### src/rtl/countdown_pkg.sv
// Shared types for the countdown controller: FSM state encoding as seen on state_out.
package countdown_pkg;

    typedef enum logic [1:0] {
        IDLE  = 2'd0,
        READY = 2'd1,
        RUN   = 2'd2,
        DONE  = 2'd3
    } state_t;

    localparam logic [1:0] ENC_IDLE  = 2'd0;
    localparam logic [1:0] ENC_READY = 2'd1;
    localparam logic [1:0] ENC_RUN   = 2'd2;
    localparam logic [1:0] ENC_DONE  = 2'd3;

endpackage

### src/rtl/countdown_controller_btn_conditioner.sv
// Pushbutton conditioner: 2-flop synchronizer, down-counting debouncer, rising-edge press pulse.
// A clean raw edge sampled on clock edge 1 gives press high after edge 2 + DEBOUNCE_CYCLES.
module btn_conditioner
    import countdown_pkg::*;
#(
    parameter int DEBOUNCE_CYCLES = 16
) (
    input  logic clk,
    input  logic rst,
    input  logic btn_raw,
    output logic level,
    output logic press
);

    localparam int CW = (DEBOUNCE_CYCLES > 2) ? $clog2(DEBOUNCE_CYCLES) : 1;
    localparam logic [CW-1:0] DB_LAST = CW'(DEBOUNCE_CYCLES - 1);

    logic          sync1_q, sync2_q;
    logic          level_q, press_q;
    logic [CW-1:0] db_cnt_q;

    always_ff @(posedge clk or negedge rst) begin
        if (!rst) begin
            sync1_q  <= 1'b0;
            sync2_q  <= 1'b0;
            level_q  <= 1'b0;
            press_q  <= 1'b0;
            db_cnt_q <= DB_LAST;
        end else begin
            sync1_q <= btn_raw;
            sync2_q <= sync1_q;
            press_q <= 1'b0;
            if (sync2_q == level_q) begin
                db_cnt_q <= DB_LAST;
            end else if (db_cnt_q == '0) begin
                // DEBOUNCE_CYCLES consecutive disagreeing samples: accept the new level
                level_q  <= sync2_q;
                press_q  <= sync2_q;
                db_cnt_q <= DB_LAST;
            end else begin
                db_cnt_q <= db_cnt_q - CW'(1);
            end
        end
    end

    assign level = level_q;
    assign press = press_q;

endmodule

### src/rtl/countdown_controller.sv
// Countdown sequencer: loads from switches, steps manually or on a fixed tick, saturates at zero.
//   state | meaning
//   IDLE  | after reset, count = 0, waits for a load
//   READY | loaded, count > 0, manual steps or waiting for auto_en
//   RUN   | automatic countdown, one decrement per TICK_CYCLES
//   DONE  | count reached 0, only a load leaves
module countdown_controller
    import countdown_pkg::*;
#(
    parameter int N               = 6,
    parameter int DEBOUNCE_CYCLES = 16,
    parameter int TICK_CYCLES     = 1000
) (
    input  logic         clk,
    input  logic         rst,
    input  logic [N-1:0] data_in,
    input  logic         btn_load,
    input  logic         btn_sub,
    input  logic         auto_en,
    output logic [N-1:0] count,
    output logic         zero,
    output logic [1:0]   state_out,
    output logic         dec_strobe
);

    localparam int TW = (TICK_CYCLES > 2) ? $clog2(TICK_CYCLES) : 1;
    localparam logic [TW-1:0] TICK_LAST = TW'(TICK_CYCLES - 1);

    logic          load_p, sub_p;
    logic          auto1_q, auto_s_q;
    state_t        state_q;
    logic [N-1:0]  count_q;
    logic [TW-1:0] tick_q;
    logic          zero_q, strobe_q;

    btn_conditioner #(.DEBOUNCE_CYCLES(DEBOUNCE_CYCLES)) u_load_cond (
        .clk     (clk),
        .rst     (rst),
        .btn_raw (btn_load),
        .level   (),
        .press   (load_p)
    );

    btn_conditioner #(.DEBOUNCE_CYCLES(DEBOUNCE_CYCLES)) u_sub_cond (
        .clk     (clk),
        .rst     (rst),
        .btn_raw (btn_sub),
        .level   (),
        .press   (sub_p)
    );

    always_ff @(posedge clk or negedge rst) begin
        if (!rst) begin
            auto1_q  <= 1'b0;
            auto_s_q <= 1'b0;
        end else begin
            auto1_q  <= auto_en;
            auto_s_q <= auto1_q;
        end
    end

    // The tick timer is a down-counter; terminal count 0 marks TICK_CYCLES elapsed.
    always_ff @(posedge clk or negedge rst) begin
        if (!rst) begin
            state_q  <= IDLE;
            count_q  <= '0;
            tick_q   <= TICK_LAST;
            zero_q   <= 1'b1;
            strobe_q <= 1'b0;
        end else begin
            strobe_q <= 1'b0;
            if (load_p) begin
                count_q <= data_in;
                tick_q  <= TICK_LAST;
                zero_q  <= (data_in == '0);
                state_q <= (data_in == '0) ? DONE : READY;
            end else begin
                case (state_q)
                    READY: begin
                        if (auto_s_q) begin
                            state_q <= RUN;
                            tick_q  <= TICK_LAST;
                        end else if (sub_p && count_q != '0) begin
                            count_q  <= count_q - N'(1);
                            strobe_q <= 1'b1;
                            if (count_q == N'(1)) begin
                                zero_q  <= 1'b1;
                                state_q <= DONE;
                            end
                        end
                    end
                    RUN: begin
                        if (!auto_s_q) begin
                            state_q <= READY;
                            tick_q  <= TICK_LAST;
                        end else if (tick_q == '0) begin
                            tick_q <= TICK_LAST;
                            if (count_q != '0) begin
                                count_q  <= count_q - N'(1);
                                strobe_q <= 1'b1;
                                if (count_q == N'(1)) begin
                                    zero_q  <= 1'b1;
                                    state_q <= DONE;
                                end
                            end
                        end else begin
                            tick_q <= tick_q - TW'(1);
                        end
                    end
                    default: ;
                endcase
            end
        end
    end

    assign count      = count_q;
    assign zero       = zero_q;
    assign state_out  = state_q;
    assign dec_strobe = strobe_q;

endmodule

### config.mk
export PLATFORM = sky130hd
export DESIGN_NAME = countdown_controller
export DESIGN_NICKNAME = d
export VERILOG_FILES = /design/src/rtl/countdown_pkg.sv /design/src/rtl/countdown_controller_btn_conditioner.sv /design/src/rtl/countdown_controller.sv
export SDC_FILE = /design/constraint.sdc
export NUM_CORES = 1
export LEC_CHECK = 0
export CAP_MARGIN = 5
export CORE_ASPECT_RATIO = 1.4
export CORE_MARGIN = 5
export CORE_UTILIZATION = 30
export DETAILED_ROUTE_END_ITERATION = 10
export PLACE_DENSITY = 0.57
export SLEW_MARGIN = 20
export SYNTH_ARGS = -nofsm -noshare
export SYNTH_HDL_FRONTEND = slang
export SYNTH_SLANG_ARGS = --single-unit
### constraint.sdc
create_clock -name clk -period 2.14 [get_ports clk]
set_input_delay 0.428 -clock clk [delete_from_list [all_inputs] [get_ports clk]]
set_output_delay 0.428 -clock clk [all_outputs]
set_load 0.02 [all_outputs]
After elaboration in Yosys (flattened, before gate mapping)
Cells that the tools add are included.
{"block": "word_totals", "elab_cells": 93, "input_bits": 11, "ff_bits": 38}
{"block": "op_classes", "eq_ne": 14, "bitwise": 2, "addsub": 4, "n_reduce_logical": 12, "muxes": 44}
{"op": "$mux W10", "count": 4}
{"op": "$mux W6", "count": 6}
{"op": "$pmux W10 S2", "count": 1}
{"op": "$ne A3 B2 Y1 const B", "count": 6}
{"op": "$mux W1", "count": 17}
{"op": "$mux W2", "count": 8}
{"op": "$mux W4", "count": 4}
{"op": "$ne A4 B3 Y1 const B", "count": 3}
{"op": "$pmux W6 S2", "count": 1}
{"op": "$logic_not A10 Y1", "count": 1}
{"op": "$sub A10 B1 Y10 const B", "count": 1}
{"op": "$logic_not A4 Y1", "count": 2}
{"op": "$sub A4 B1 Y4 const B", "count": 2}
{"op": "$eq A6 B1 Y1 const B", "count": 1}
{"op": "$logic_not A6 Y1", "count": 1}
{"op": "$reduce_and A2 Y1", "count": 3}
{"op": "$reduce_and A6 Y1", "count": 1}
{"op": "$reduce_bool A6 Y1", "count": 1}
{"op": "$sub A6 B1 Y6 const B", "count": 1}
{"op": "$pmux W1 S2", "count": 2}
{"op": "$pmux W2 S2", "count": 1}
{"op": "$reduce_and A4 Y1", "count": 1}
{"op": "$reduce_bool A3 Y1", "count": 1}
{"op": "$eq A1 B1 Y1", "count": 2}
{"op": "4 further kinds", "count": 5}

Depth between registers and ports, before layout
Gate-level depths: netlist of run 1.
{"block": "logic_depth", "word_depth": 7, "ltp_mapped": 9, "ltp_nobuf": 7}

Cells and area by module
A second synthesis of run 1 with hierarchy kept.
{"block": "unflattened", "hier_cells": 198, "hier_area_um2": 1986.9}
{"module": "countdown_controller", "instances": 1, "seq_area_each_um2": 561.8, "area_each_um2": 1346.3, "cells_each": 148}
{"module": "btn_conditioner", "instances": 2, "seq_area_each_um2": 205.2, "area_each_um2": 320.3, "cells_each": 25}

Worst setup path before layout of run 1
Ideal clock, no wire load.
{"block": "synth_path", "path_kind": "flip-flop to flip-flop", "start": "register state_q[0], in the netlist state_out[0]", "end": "register count_q[4], in the netlist count[4]", "stages_incl_launch_ff": 9, "required_time_ns": 2.058, "path_slack_ns": -0.257, "synth_period_minus_slack_ns": 2.397, "arrival_ns": 2.315, "setup_ns": 0.082, "cell_sequence": "dfrtp_1 > inv_1 > ha_1 > or4b_4 > a21oi_2 > o2111ai_2 > buf_6 > or3_1 > a31oi_1"}
{"block": "synth_between", "elab_chain_cells": 3}
{"item": "from (decl)", "line_no": "countdown_controller.sv:31", "source": "state_t state_q;"}
{"item": "from (signal assigned)", "line_no": "countdown_controller.sv:76", "source": "state_q <= (data_in == '0) ? DONE : READY;"}
{"item": "$eq A2 B2 Y1 or $eq A2 B1 Y1 (tied branches)", "line_no": "countdown_controller.sv:78", "source": "case (state_q)"}
{"item": "$ne A3 B2 Y1 (no source line), or another cell as far along"}
{"item": "$reduce_and A6 Y1 (no source line) or $mux W6 (tied branches)"}
{"item": "to (signal assigned)", "line_no": "countdown_controller.sv:73", "source": "count_q <= data_in;"}
{"item": "to (signal assigned)", "line_no": "countdown_controller.sv:84", "source": "count_q <= count_q - N'(1);"}
{"item": "to (signal assigned)", "line_no": "countdown_controller.sv:99", "source": "count_q <= count_q - N'(1);"}
{"item": "to (decl)", "line_no": "countdown_controller.sv:32", "source": "logic [N-1:0] count_q;"}
Several ways; a longest one is shown, not always the timed one.
A chain may end at the register's enable or synchronous reset.

Worst setup path in the final report of run 1
{"block": "layout_path", "start": "register state_q[1], in the netlist state_out[1]", "end": "register count_q[3], in the netlist count[3]"}
The elaborated chain is that of the path after synthesis.

==> flow_summary.ini, run 1 <==
[sta]
finalSetupTns_ns = 0
drv_slew = 0
slew-limit-headroom_pct = 67.44
clock.fmax_mhz = 472.2
finalCritPeriodShare_pct = 98.96
setup_slack_ns = 0.02215
fin_crit_ns = 2.118
rsz0062_at_grt = true
hold_violations = 0
fin_worst_skew_ns = 0.01061
worst_pin_slew_ns = 0.4885
finalSetupViolCount = 0

[route]
dr.first_iter.drc_count = 75
num_vias = 1577
final_antenna_net_count = 0
postRouteWirelength_mm = 4.151
vias_per_cell = 4.975
drc = 0
wl_per_cell_um = 13.09
firstDrtPassIters = 4

[synth]
yosys.area_share.simple_pct = 22.70
synth_nets = 223
yosys.area.top_type = dfrtp_1
synth_top_area_share_pct = 26.27
synth_edf_count = 0
synthAdderAreaFrac_pct = 5.003
synth_xor_area_share_pct = 3.064
synth.area.mux_share_pct = 1.626
synth_top_family_by_area = simple AND/OR/NAND/NOR gates
ys_async_sr_fraction_pct = 100.0
ys_seq_area_share_pct = 48.59
syn_inst = 204
syn-cell-area_mm2 = 0.002001
synth_area_leaders = dfrtp_1 26%, dfstp_2 22%, ha_1 5.0%
post_synth_num_cell_types = 51
yosysWarnings = 0
yosys_register_bits = 38
post_synth.cell_area_avg_um2 = 9.807
synth_flop_cell = dfrtp_1
synth_compound_area_share_pct = 14.26

[placed_design]
place.gp.congestion = 0.7833
place_inst = 309
dpl_cell_area_mm2 = 0.002389
post-place-ws_ns = 0.02575
port_buffers = 20
hpwl_mm = 3.059

[global_routing]
grt_pass1_wl_mm = 7.086
antenna_found_initial = 0
grt_pass1_vias = 1598
grt_max_degree = 39
overflow = 0
track_usage_pct = 10.70

[clocking]
cts.sinks = 38
path_clk_slew_ns = 0.09
cts_tree = done
cts_root_buf = clkbuf_8
clkLatencyLatePin_ns = 0.30
htreeDepth = 2
cts_buffers = 5
hold_buffers = 0
cts_buffer_depth = 2

[cells_and_area]
nets = 261
fin_area_mm2 = 0.002552
area_growth_pct = 27.58
register_area_um2 = 974.7
instances_no_fill = 317
diodes = 0
final_layout_size_suffix_gt1_share_pct = 24.69
multi_input_area_um2 = 972.2
fillerInstances = 644

[floorplan]
fp-row-count = 35
die_h_um = 106.6
start_util_pct = 30.66
die-width_um = 79.02
io_pins = 21
fp.dieArea_mm2 = 0.008426
core_mm2 = 0.006525

[setup_path]
ff2ff_setup_slack_ns = 0.02
r2r-end = count[3]
required_ns = 2.36
path_class = register to register
rr_startpoint = state_out[1]
critPathCaptureType = register
path_max_fanout = 7
reg2regPathDepth = 6
cp-start-kind = register
arrival_ns = 2.34

[pwr]
p_per_area_mw_per_mm2 = 1142
power.static_leakage_nw = 1.077
irDropWorstVdd_mv = 0.4201

[run]
drv_cap = 0

[min_path]
min_path_type = input pin to asynchronous set/reset pin

[run_status]
status = finished clean
[worst max path at each step]
stage	from	end	cells past startpoint
CTS	state_out[1]	count[3]	6
global placement	state_out[1]	count[3]	6
global route	state_out[1]	count[3]	6
floorplan	state_out[1]	count[4]	8
detailed placement	state_out[1]	count[3]	6
finish	state_out[1]	count[3]	6
[cells by family after synthesis]
logic type | Yosys count
DFF | 38
and+or+nand+nor | 83
AOI/OAI and AO/OA | 44
buffers and inverters | 21
xor gates and xnor gates | 7
adders and majority gates | 8
muxes | 3
[flip-flops by register name (all words and copies together) (netlist names)]
| register | flops |
|---|---|
| auto1_q | 1 |
| auto_s_q | 1 |
| count | 6 |
| dec_strobe | 1 |
| state_out | 2 |
| tick_q | 10 |
| u_load_cond.db_cnt_q | 4 |
| u_load_cond.level | 1 |
| u_load_cond.press | 1 |
| u_load_cond.sync1_q | 1 |
| u_load_cond.sync2_q | 1 |
| u_sub_cond.db_cnt_q | 4 |
| u_sub_cond.level | 1 |
| u_sub_cond.press | 1 |
| u_sub_cond.sync1_q | 1 |
| u_sub_cond.sync2_q | 1 |
| zero | 1 |
[layer usage]
metal	track usage [%]	wire, um	up-vias
met2	18.73	2158	23
met4	6.388	125	0
li1	-	-	802
met1	11.61	1751	742
met3	2.353	116	10
met5	0	0	-
[power breakdown]
part / internal [W] / total (W) / switching (W)
clock network: 0.000467 / 0.000749 / 0.000281
logic: 0.000559 / 0.00121 / 0.000653
registers: 0.000846 / 0.000956 / 0.000110
total: 0.00187 / 0.00292 / 0.00104
[critical path, cell delays in order, from the launching register on]
cell and delay (ns):
dfrtp_2 0.43, ha_4 0.24, or4b_4 0.49, a21oi_4 0.15, o2111ai_4 0.16, or4_4 0.44, a31oi_1 0.14
[layout by cell type (no fill, tap or decap), types with 2 or more instances in the layout]
master,synthesis,layout
nand3_1,8,8
nand3b_1,3,3
bufinv_16,0,2
buf_4,0,16
or3b_2,3,3
mux2_2,2,2
nor3b_1,4,4
xnor2_1,4,4
dfrtp_2,0,2
o31ai_1,2,2
nand2_1,18,18
inv_1,15,14
or3_1,5,5
a21oi_1,5,5
clkbuf_8,0,5
nor3_1,4,4
o21ai_0,11,11
nor2b_1,2,2
dfrtp_1,21,19
clkdlybuf4s50_1,0,19
nor2_1,20,20
o211ai_1,3,3
xor2_1,3,3
ha_1,8,7
or4b_4,1,2
dfstp_2,17,17
o21ai_1,4,4
nor4_1,4,4
a31oi_1,7,7
[per-stage QoR]
step | power [W] | utilization [%] | hold WS (ns)
3_5_place_dp | 0.002154 | 36.61 | 0.3347
6_report | 0.002916 | 39.12 | 0.1794
5_1_grt | 0.003128 | 39.12 | 0.2217
4_1_cts | 0.002951 | 38.89 | 0.1865
2_1_floorplan | 0.001731 | - | 0.1324
3_3_place_gp | 0.002145 | 36.61 | 0.3330
[timing repair]
| item | CTS | global route |
|---|---|---|
| endpoints found under the setup margin | 1 | 4 |
| setup buffers | 0 | 0 |
| resized for setup | 1 | 3 |
[synthesized netlist by cell type, types with 2 or more instances]
cell type	count
or3b_2	3
a21oi_1	5
dfstp_2	17
clkbuf_1	2
nand3b_1	3
nor2_1	20
buf_6	2
or3_1	5
o21ai_0	11
o21ai_1	4
nor2b_1	2
nor3_1	4
nand3_1	8
nand2_1	18
nor3b_1	4
dfrtp_1	21
ha_1	8
xor2_1	3
xnor2_1	4
inv_1	15
a31oi_1	7
mux2_2	2
o31ai_1	2
nor4_1	4
o211ai_1	3
or4_1	2
[layout make-up]
type                            instances  area share (%)
Sequential cell                        38           38.19
Clock inverter                          3           2.696
Multi-Input combinational cell        145           38.09
Tap cell                               74           3.627
Clock buffer                            5           2.696
Timing Repair Buffer                   36           12.35
Inverter                               16           2.353
(Power assumes the default switching activity.)
==> inputs of run 2 (changes only) <==
--- a/config.mk
+++ b/config.mk
@@ -6,7 +6,7 @@
 export NUM_CORES = 1
 export LEC_CHECK = 0
 export CAP_MARGIN = 5
-export CORE_ASPECT_RATIO = 1.4
+export CORE_ASPECT_RATIO = 0.5
 export CORE_MARGIN = 5
 export CORE_UTILIZATION = 30
 export DETAILED_ROUTE_END_ITERATION = 10
==> run 2 against run 1 <==
  * Largest power group unchanged
  * Power rose by 9.7%
  * The run now ends with setup timing left
  * Routed wire length rose by 0.26%
  * Non-clock buffer count rose by 2
  * Final area rose by 4.3%
  * Clock skew fell by 0.0064 ns
  * Combinational power rose by 7%
  * Core utilization rose by 1.4 points
  * Count of clock-buffer cells in the layout did not move
  * Via count rose by 2.3%
  * Critical path depth did not move
  * Global-route usage fell by 0.30 points
==> flow_summary.ini, run 2 (synthesis gave the netlist of run 1 again) <==
[cells_and_area]
area_growth_pct = 33.02
final_cell_mix = 20 x nor2_1, 19 x dfrtp_1, 19 x clkdlybuf4s50_1
instances_no_fill = 337
diodes = 0
top_register = tick_q
nets = 263
fillerInstances = 620
largest_reg_flops = 10
final_layout_size_suffix_gt1_share_pct = 25.31
layout_commonest_cell = nor2_1

[pwr]
p_per_area_mw_per_mm2 = 1202
irDropWorstVdd_mv = 0.3864
power.static_leakage_nw = 1.112

[setup_path]
path_max_fanout = 7
required_ns = 2.33
cpLargestDelayFamily = simple AND/OR/NAND/NOR gates
slowest_delay_ns = 0.50
crit_slowest_cell = or4b_4
cp-start-kind = register
path_class = register to register
critPathCaptureType = register
worstPathCellList = ha_4 -> or4b_4 -> a21oi_4 -> o2111ai_4 -> or4_1 -> a31oi_1
crit_buf_inv = 0
arrival_ns = 2.34

[route]
dr.first_iter.drc_count = 151
wl_per_cell_um = 12.35
final_antenna_net_count = 0
vias_per_cell = 4.786
drc = 0
postRouteWirelength_mm = 4.162
firstDrtPassIters = 4
num_vias = 1613

[global_routing]
track_usage_pct = 10.40
grt_pass1_vias = 1574
antenna_found_initial = 0
overflow = 0
grt_pass1_wl_mm = 7.272
grt_max_degree = 39

[placed_design]
post-place-ws_ns = -0.02181
port_buffers = 20
hpwl_mm = 3.066
place.gp.congestion = 0.8176
place_inst = 326

[sta]
worst_pin_slew_ns = 0.4367
finalSetupViolCount = 1
fin_worst_skew_ns = 0.004229
slew-limit-headroom_pct = 70.66
fin_crit_ns = 2.146
clock.fmax_mhz = 465.9
hold_violations = 0
setup_slack_ns = -0.006358
rsz0062_at_grt = true
drv_slew = 0
holdWs_ns = 0.1142
finalCritPeriodShare_pct = 100.3

[run_status]
status = finished, violations left
violations = setup timing

[floorplan]
fp-row-count = 21
die-width_um = 125.5
start_util_pct = 30.46
die_h_um = 67.75
core_mm2 = 0.006569
io_pins = 21
fp.dieArea_mm2 = 0.008501

[clocking]
hold_buffers = 0
htreeDepth = 2
cts_buffers = 5
path_clk_slew_ns = 0.06
cts_root_buf = clkbuf_16
clkLatencyLatePin_ns = 0.28
cts_tree = done
cts_buffer_depth = 2
cts.sinks = 38

[run]
drv_cap = 0

[min_path]
min_path_type = input pin to asynchronous set/reset pin
-- run 2: cell types whose count changed in the layout (fill, tap and decap cells not counted), sizes merged --
cell and delta:
buf +2
-- run 2: worst paths after layout --
path | start | endpoint | slack [ns] | cells past startpoint
max in group asynchronous | rst | u_sub_cond.db_cnt_q[0] | 1.77 | 2
max reg2reg | state_out[1] | count[3] | -0.006 | 6
min | rst | tick_q[3] | 0.11 | 2
min in group clk | u_load_cond.sync1_q | u_load_cond.sync2_q | 0.35 | 0
max | state_out[1] | count[3] | -0.006 | 6
min reg2reg | u_load_cond.sync1_q | u_load_cond.sync2_q | 0.35 | 0
-- run 2: worst reg2reg max path, cell delays in order, from the launching register on --
cell and delay [ns]:
dfrtp_2 0.42, ha_4 0.24, or4b_4 0.50, a21oi_4 0.16
o2111ai_4 0.17, or4_1 0.43, a31oi_1 0.15
-- run 2: area by class of cell --
cell class	instances	area, um2	area share (%)
Clock buffer	5	125.1	4.701
Clock inverter	3	68.82	2.586
Inverter	16	60.06	2.257
Tap cell	92	115.1	4.325
Sequential cell	38	974.7	36.62
Multi-Input combinational cell	145	974.7	36.62
Timing Repair Buffer	38	342.8	12.88
-- run 2: power by group --
group | internal, W | total [W] | switching [W]
combinational | 0.000612 | 0.00129 | 0.000674
sequential | 0.000847 | 0.000955 | 0.000108
clock | 0.000669 | 0.000959 | 0.000289
-- run 2: per-layer routing --
layer	GRT usage [%]	vias to the layer above	wire (um)
met5	0	-	0
met4	2.838	0	29
met3	2.133	4	115
met2	18.09	28	1964
met1	13.41	775	2053
li1	-	806	-
-- run 2: timing repair --
| action | in CTS | in global routing |
|---|---|---|
| setup buffers | 1 | 2 |
| gates resized for setup | 2 | 2 |
| setup endpoints to repair | 1 | 5 |
| pin swaps | 0 | 1 |
-- run 2: metrics by stage --
stage,setup TNS [ns],area [um2],total power [W],util (%)
after floorplan,-0.1049,2016,0.001731,-
after global placement,0,2416,0.002140,36.78
after detailed placement,-0.02181,2416,0.002161,36.78
after CTS,0,2636,0.003184,40.13
after global routing,-0.4392,2661,0.003412,40.51
final,-0.006358,2661,0.003200,40.51
==> inputs of run 3 (changes only) <==
--- a/config.mk
+++ b/config.mk
@@ -9,6 +9,7 @@
 export CORE_ASPECT_RATIO = 0.5
 export CORE_MARGIN = 5
 export CORE_UTILIZATION = 30
+export CTS_CLUSTER_DIAMETER = 50
 export DETAILED_ROUTE_END_ITERATION = 10
 export PLACE_DENSITY = 0.57
 export SLEW_MARGIN = 20
==> results of run 3 <==
Final layout, timing and power as in run 2 (identical DEF).
